`src/rtl/seq_signed_divider.sv`:
```
`default_nettype none
// ============================================================================
// Module   : seq_signed_divider
// Function : Multi-cycle radix-2 restoring signed divider (truncate toward
//            zero). Optional `overflow` output under DIV_OVERFLOW_FLAG_EN.
// Revision : 1.0  initial release
// ============================================================================
module seq_signed_divider #(
    parameter int WIDTH = 4
) (
    input  logic             clk,
    input  logic             rst,
    input  logic             start,
    input  logic [WIDTH-1:0] dividend,
    input  logic [WIDTH-1:0] divisor,
    output logic             busy,
    output logic             done,
    output logic [WIDTH-1:0] quotient,
    output logic [WIDTH-1:0] remainder,
    output logic             div_by_zero
`ifdef DIV_OVERFLOW_FLAG_EN
    ,
    output logic             overflow
`endif
);

    localparam int CW = $clog2(WIDTH + 1);

    typedef enum logic [1:0] {
        S_IDLE = 2'd0,
        S_CALC = 2'd1,
        S_SIGN = 2'd2
    } state_t;

    state_t           state_q, state_d;
    logic [WIDTH-1:0] rem_q, rem_d;
    logic [WIDTH-1:0] quo_q, quo_d;
    logic [WIDTH-1:0] dvsr_q, dvsr_d;
    logic [CW-1:0]    count_q, count_d;
    logic             qneg_q, qneg_d;
    logic             rneg_q, rneg_d;
    logic             zero_q, zero_d;
    logic             busy_q, busy_d;
    logic             done_q, done_d;
    logic [WIDTH-1:0] quotient_q, quotient_d;
    logic [WIDTH-1:0] remainder_q, remainder_d;
    logic             dbz_q, dbz_d;
`ifdef DIV_OVERFLOW_FLAG_EN
    localparam logic [WIDTH-1:0] MIN_VAL = {1'b1, {(WIDTH-1){1'b0}}};
    logic             ovf_pend_q, ovf_pend_d;
    logic             ovf_q, ovf_d;
`endif

    logic [WIDTH-1:0] dividend_mag;
    logic [WIDTH-1:0] divisor_mag;
    logic [WIDTH:0]   rem_shift;
    logic [WIDTH:0]   trial;

    assign dividend_mag = dividend[WIDTH-1] ? -dividend : dividend;
    assign divisor_mag  = divisor[WIDTH-1]  ? -divisor  : divisor;
    // rem < divisor always holds, so the shifted value fits in WIDTH bits and
    // trial[WIDTH] is a reliable borrow flag.
    assign rem_shift    = {rem_q, quo_q[WIDTH-1]};
    assign trial        = rem_shift - {1'b0, dvsr_q};

    always_ff @(posedge clk or posedge rst) begin
        if (rst) begin
            state_q     <= S_IDLE;
            rem_q       <= '0;
            quo_q       <= '0;
            dvsr_q      <= '0;
            count_q     <= '0;
            qneg_q      <= 1'b0;
            rneg_q      <= 1'b0;
            zero_q      <= 1'b0;
            busy_q      <= 1'b0;
            done_q      <= 1'b0;
            quotient_q  <= '0;
            remainder_q <= '0;
            dbz_q       <= 1'b0;
`ifdef DIV_OVERFLOW_FLAG_EN
            ovf_pend_q  <= 1'b0;
            ovf_q       <= 1'b0;
`endif
        end else begin
            state_q     <= state_d;
            rem_q       <= rem_d;
            quo_q       <= quo_d;
            dvsr_q      <= dvsr_d;
            count_q     <= count_d;
            qneg_q      <= qneg_d;
            rneg_q      <= rneg_d;
            zero_q      <= zero_d;
            busy_q      <= busy_d;
            done_q      <= done_d;
            quotient_q  <= quotient_d;
            remainder_q <= remainder_d;
            dbz_q       <= dbz_d;
`ifdef DIV_OVERFLOW_FLAG_EN
            ovf_pend_q  <= ovf_pend_d;
            ovf_q       <= ovf_d;
`endif
        end
    end

    always_comb begin
        state_d     = state_q;
        rem_d       = rem_q;
        quo_d       = quo_q;
        dvsr_d      = dvsr_q;
        count_d     = count_q;
        qneg_d      = qneg_q;
        rneg_d      = rneg_q;
        zero_d      = zero_q;
        busy_d      = busy_q;
        done_d      = 1'b0;
        quotient_d  = quotient_q;
        remainder_d = remainder_q;
        dbz_d       = dbz_q;
`ifdef DIV_OVERFLOW_FLAG_EN
        ovf_pend_d  = ovf_pend_q;
        ovf_d       = ovf_q;
`endif
        case (state_q)
            S_IDLE: begin
                if (start) begin
                    busy_d      = 1'b1;
                    quotient_d  = '0;
                    remainder_d = '0;
                    dbz_d       = 1'b0;
                    qneg_d      = dividend[WIDTH-1] ^ divisor[WIDTH-1];
                    rneg_d      = dividend[WIDTH-1];
                    dvsr_d      = divisor_mag;
                    count_d     = CW'(WIDTH);
`ifdef DIV_OVERFLOW_FLAG_EN
                    ovf_d       = 1'b0;
                    ovf_pend_d  = (dividend == MIN_VAL) && (divisor == '1);
`endif
                    // Zero divisor parks |dividend| in rem so SIGN restores it.
                    if (divisor == '0) begin
                        zero_d  = 1'b1;
                        rem_d   = dividend_mag;
                        quo_d   = '0;
                        state_d = S_SIGN;
                    end else begin
                        zero_d  = 1'b0;
                        rem_d   = '0;
                        quo_d   = dividend_mag;
                        state_d = S_CALC;
                    end
                end
            end
            S_CALC: begin
                quo_d   = {quo_q[WIDTH-2:0], ~trial[WIDTH]};
                rem_d   = trial[WIDTH] ? rem_shift[WIDTH-1:0] : trial[WIDTH-1:0];
                count_d = count_q - CW'(1);
                if (count_q == CW'(1)) begin
                    state_d = S_SIGN;
                end
            end
            S_SIGN: begin
                busy_d      = 1'b0;
                done_d      = 1'b1;
                state_d     = S_IDLE;
                remainder_d = rneg_q ? -rem_q : rem_q;
                if (zero_q) begin
                    quotient_d = '1;
                    dbz_d      = 1'b1;
                end else begin
                    quotient_d = qneg_q ? -quo_q : quo_q;
                end
`ifdef DIV_OVERFLOW_FLAG_EN
                ovf_d = ovf_pend_q;
`endif
            end
            default: state_d = S_IDLE;
        endcase
    end

    assign busy        = busy_q;
    assign done        = done_q;
    assign quotient    = quotient_q;
    assign remainder   = remainder_q;
    assign div_by_zero = dbz_q;
`ifdef DIV_OVERFLOW_FLAG_EN
    assign overflow    = ovf_q;
`endif

endmodule
`default_nettype wire

```
`config.mk`:
```
export PLATFORM = sky130hd
export DESIGN_NAME = seq_signed_divider
export DESIGN_NICKNAME = d
export VERILOG_FILES = /design/src/rtl/seq_signed_divider.sv
export SDC_FILE = /design/constraint.sdc
export NUM_CORES = 1
export LEC_CHECK = 0
export BUFFER_PORTS_ARGS = -buffer_cell sky130_fd_sc_hd__buf_2
export CAP_MARGIN = 20
export CORE_ASPECT_RATIO = 0.8
export CORE_UTILIZATION = 58
export CTS_BUF_LIST = sky130_fd_sc_hd__clkbuf_4 sky130_fd_sc_hd__clkbuf_8
export CTS_CLUSTER_DIAMETER = 40
export CTS_CLUSTER_SIZE = 30
export DETAILED_ROUTE_END_ITERATION = 7
export GPL_TIMING_DRIVEN = 0
export PLACE_DENSITY = 0.83
export RECOVER_POWER = 25
export SKIP_CTS_REPAIR_TIMING = 1
export SLEW_MARGIN = 20
export SYNTH_ARGS = -nofsm -noshare
export SYNTH_HDL_FRONTEND = slang
export SYNTH_SLANG_ARGS = --single-unit
```
`constraint.sdc`:
```
create_clock -name clk -period 5.8 [get_ports clk]
set_clock_uncertainty 0.15 [all_clocks]
set_input_delay 1.16 -clock clk [delete_from_list [all_inputs] [get_ports clk]]
set_output_delay 1.16 -clock clk [all_outputs]
set_load 0.02 [all_outputs]
```
# After elaboration in Yosys (flattened, before gate mapping)
# Index checks and enable logic that the tools add are counted.
totals:
  out_inout_bits: 11
  ff_bits: 31
  wordCells: 64
classes:
  n_reduce_logical: 9
  n_eq_ne: 6
  bitwise: 2
  addsub: 6
  muxes: 28
ops:
  columns: ["operator", "count"]
  rows:
  - ["two-way mux 4 bit", 11]
  - ["one-hot mux 4 bit (2 select lines)", 4]
  - ["negation 4 bit", 4]
  - ["AND reduction 2 bit", 4]
  - ["two-way mux 2 bit", 3]
  - ["!= test 2 bit, second input constant", 3]
  - ["one-hot mux 3 bit (2 select lines)", 1]
  - ["two-way mux 1 bit", 5]
  - ["subtractor 5 x 4 -> 5 bit", 1]
  - ["zero test 4 bit", 1]
  - ["one-hot mux 1 bit (2 select lines)", 2]
  - ["one-hot mux 2 bit (2 select lines)", 1]
  - ["nonzero test 2 bit", 2]
  - ["== test 3 x 1 -> 1 bit, second input constant", 1]
  - ["two-way mux 3 bit", 1]
  - ["AND reduction 3 bit", 1]
  - ["subtractor 3 x 1 -> 3 bit, second input constant", 1]
  - ["== test 2 x 1 -> 1 bit, second input constant", 1]
  - ["== test 2 bit, second input constant", 1]
  - ["zero test 2 bit", 1]
  - ["inverter 1 bit", 1]
  - ["XOR 1 bit", 1]

# Depth between registers and ports, before layout
logic_depth:
  word_depth: 5
  ltp_mapped: 8
  ltp_nobuf: 8

# Least setup slack after synthesis
# Ideal clock, no wire load.
synth_path:
  path_kind: "input to register"
  start: "in start"
  end: "reg quo_q[3]"
  path_slack_ns: 3.513
  arrival_time_ns: 2.011
  required_time_ns: 5.524
  path_stages: 5
  path_cell_list: "nor2b_1 > nand2b_1 > clkbuf_1 > nor2_1 > a221o_1"
synth_via:
  elab_chain_cells: 2
synth_rtl:
  columns: ["element", "line_no", "text"]
  rows:
  - ["from (decl)", "13", "input logic start,"]
  - ["!= test 2 bit (no line)", null, null]
  - ["AND reduction 2 bit (no line)", null, null]
  - ["to (signal assigned)", "88", "quo_q <= quo_d;"]
  - ["to (decl)", "37", "logic [WIDTH-1:0] quo_q, quo_d;"]
# No other way between the ends.
# A chain may end at the register's enable or synchronous reset.

# Worst setup path after layout
layout_path:
  start: "reg quo_q[3]"
  end: "reg rem_q[2]"
layout_via:
  elab_chain_cells: 3
layout_rtl:
  columns: ["element", "line_no", "text"]
  rows:
  - ["subtractor 5 x 4 -> 5 bit", "64", "assign trial = rem_shift - {1'b0, dvsr_q};"]
  - ["two-way mux 4 bit", "155", "rem_d = trial[WIDTH] ? rem_shift[WIDTH-1:0] : trial[WIDTH-1:0];"]
  - ["one-hot mux 4 bit (2 select lines)", "124", "case (state_q)"]
  - ["to (signal assigned)", "87", "rem_q <= rem_d;"]
  - ["to (decl)", "36", "logic [WIDTH-1:0] rem_q, rem_d;"]
# No other way between the ends.

==> results.md <==
* Run status: completed
* Wire length of the first global-routing pass at between 6000 and 7000 um
* Number of enable flip-flop cells after synthesis at 0
* Drc violations at 0
* Leakage power at 0.9745 nW
* Total number of vias at around 1500
* Routability Congestion at about 0.9
* Worst-case headroom to the max-slew limit at roughly a quarter
* Worst Hold Depth at 2
* Portion of the post-synthesis area used by sequential elements at 44.90%
* Most area-hungry cell type in the Yosys netlist: dfrtp_1
* Remaining global-route overflow at 0
* Clock buffer depth at 2
* Grt met2 use at 45.52%
* CTS H-tree depth at 2
* Critical-path top delay cell: dfrtp_1
* Site row count at 17
* Commonest cells after routing, fill and taps aside: 31 x dfrtp_1, 28 x nand2_1, 22 x buf_2, 17 x o21ai_0, 16 x nor2_1
* Shortest period the worst path allows at about 2500 ps
* Maximum resistive drop on vdd at roughly 0.27 mV
* Gr usage total at 27.30%
* Initial Utilization at between 60 and 70%
* Core area at between 2000 and 3000 um^2
* Final-layout fill cell count at about 210
* Number of buffers created by CTS at 5
* Fraction of layout instances using a drive strength above 1 at 15.35%
* I/O pin total at 22
* Met3 Use GR at under 10%
* Average via count per standard cell at ~6
* Clk Latency, worst-skew pair at 290 ps
* Most common cell after layout, fill and taps aside: dfrtp_1
* Number of sinks handled by clock tree synthesis at 31
* Share of Yosys cell area claimed by the top area cell type at between 40% and 50%
* Mapped Avg Cell Area at 9.290 um^2
* Prevailing post-synth register cell: dfrtp_1
* Number of hold-slack violations in the final timing report at 0
* Crit path arrival time at about 2600 ps
* Total number of nets in the final design at ~240
* Largest incremental delay on the critical path at 440 ps
* Proportion of register bits with asynchronous set or reset after synthesis at 100.0%
* Warnings from Yosys at 0
* Max-slew violations at 0
* Clock tree from TritonCTS: built
* Clock transition at path regs at approximately 70 ps
* Flop and latch count out of synthesis at 31
* Maximum number of pins on one net before global-route repair at 32
* Startpoint types: register
* Port buffer count at 21
* Post-synthesis instance area at approximately 1700 um^2
* Areal power density over the cells at 622.0 nW/um^2
* Final setup viols at 0
* Area Growth Syn to Fin at 13.98%
* Unrepaired setup endpoints after global routing: no
* Measured slew at the worst slew-check pin at 1132 ps
* Reg2Reg Depth at 8
* Number of global-route vias before repair at 1419
* Wire length reported by the detailed router at 3914 um
* Final total negative setup slack at 0 ps
* Count of cell types in the netlist at 34
* Global Route met1 Usage at 34.17%
* Antenna-violating nets left at 0
* Die area at about 3200 um^2
* Type of destination of the critical path: register
* Highest fanout seen on the critical path at 5
* Power after layout at 1.225 mW
* Type of the worst setup path: register to register
* First-pass iteration count of the detailed router at 4
* Die Y at between 50 and 60 um
* Dominant cells by area after synthesis: dfrtp_1 45%, ha_1 7.2%, nand2_1 6.1%
* Ordered list of cells on the worst path: inv_1 > ha_1 > fa_1 > nand2b_2 > a21oi_4 > xnor2_1 > or3_1 > a31oi_1
* Top Usage Layer GRT: met2
* Ant. Diodes at 0
* Cells after Synth at roughly 190
* Critical path data required time at a little under 6000 ps
* Number of antenna violations at the first check in global routing at 0
* Setup slack, reg-to-reg at 3290 ps
* Post-synthesis net count at 208
* Die Wd at ~63 um
* CTS Root Cell: clkbuf_8
* Kind of path behind the tightest hold check: register to register
* Routed wire per std cell at approximately 15 um
* Achievable clock frequency at a little under 400 MHz
* Count of maximum capacitance violations at 0
* Initial drt markers at 81
* Period utilisation layout at a little over two fifths
* Final HPWL DP at between 2000 and 3000 um
-- worst max-delay path: cells and delay by family (launching register included) --
family | cells | cell delay, ps
AND/OR/NAND/NOR | 2 | 600
AO/OA/AOI/OAI | 2 | 350
buffers and inverters | 1 | 90
flip-flops | 1 | 440
XOR/XNOR | 1 | 170
adder cells (fa/ha/maj) | 2 | 640
-- synth_stat cells (all sizes together), types with 2 or more instances --
cell type	instances
and2	2
nor2	16
nor4b	2
inv	15
nand2	28
xnor2	8
nand2b	6
a32oi	3
mux2i	3
dfrtp	31
a22oi	3
o211ai	4
o21ai	17
nor2b	6
clkbuf	4
ha	10
a21oi	7
xor2	2
o31ai	2
a22o	5
-- cells by family (layout without fill, tap and decap cells) --
| family | after synthesis | in the layout | share of synthesized area (%) |
|---|---|---|---|
| AND/OR/NAND/NOR | 64 | 64 | 17.09 |
| AO/OA/AOI/OAI | 47 | 47 | 18.39 |
| flip-flops | 31 | 31 | 44.89 |
| buffers and inverters | 20 | 49 | 4.416 |
| adder cells (fa/ha/maj) | 11 | 11 | 8.400 |
| XOR/XNOR | 10 | 10 | 5.069 |
| multiplexers | 3 | 3 | 1.738 |
-- report_power, final --
part           total, mW  internal (mW)  switching [mW]  leakage (nW)
Sequential         0.409          0.313          0.0953         0.390
Combinational      0.645          0.263           0.382         0.536
Clock              0.172         0.0933          0.0783        0.0491
-- routing by layer --
layer	up-vias	part of all wire [%]
met5	-	0
met4	0	3.2
met3	15	8.3
met2	70	47
met1	706	42
li1	696	-
-- stage by stage --
step	worst slack [ps]	std cells	util (%)	hold slack [ps]	cell area, um^2
after floorplan	3513	186	-	303.8	1728
after global placement	3186	245	67.49	297.6	1881
after detailed placement	3167	245	67.49	311.9	1881
after CTS	3308	253	70.68	325.5	1969
after global routing	3177	253	70.68	363.1	1969
final	3285	253	70.68	332.2	1969
-- final cells by class --
class / instances / area [um^2] / share of cell area (%)
inverter: 15 / 56.30 / 2.859
tap: 38 / 47.55 / 2.414
sequential: 31 / 775.7 / 39.39
buffer: 5 / 20.02 / 1.017
clock inverter: 1 / 5.005 / 0.2541
timing repair buffer: 21 / 105.1 / 5.337
multi-input combinational: 135 / 875.8 / 44.47
clock buffer: 7 / 83.83 / 4.257
-- worst paths after layout --
check                                         from                       to
hold / removal             quotient[3]$_DFFE_PP0P_  quotient[3]$_DFFE_PP0P_
setup reg to reg              quo_q[3]$_DFFE_PP0P_     rem_q[2]$_DFFE_PP0P_
setup / recovery              quo_q[3]$_DFFE_PP0P_     rem_q[2]$_DFFE_PP0P_
max in group asynchronous                      rst   count_q[1]$_DFFE_PP0P_
hold reg to reg            quotient[3]$_DFFE_PP0P_  quotient[3]$_DFFE_PP0P_
min in group asynchronous                      rst           done$_DFF_PP0_
-- state kept, by name, indices dropped and copies added, names as in the netlist, 2 cells and up --
| signal | cells |
|---|---|
| count_q | 3 |
| dvsr_q | 4 |
| quo_q | 4 |
| quotient | 4 |
| rem_q | 4 |
| remainder | 4 |
| state_q | 2 |
(Power assumes the default switching activity.)
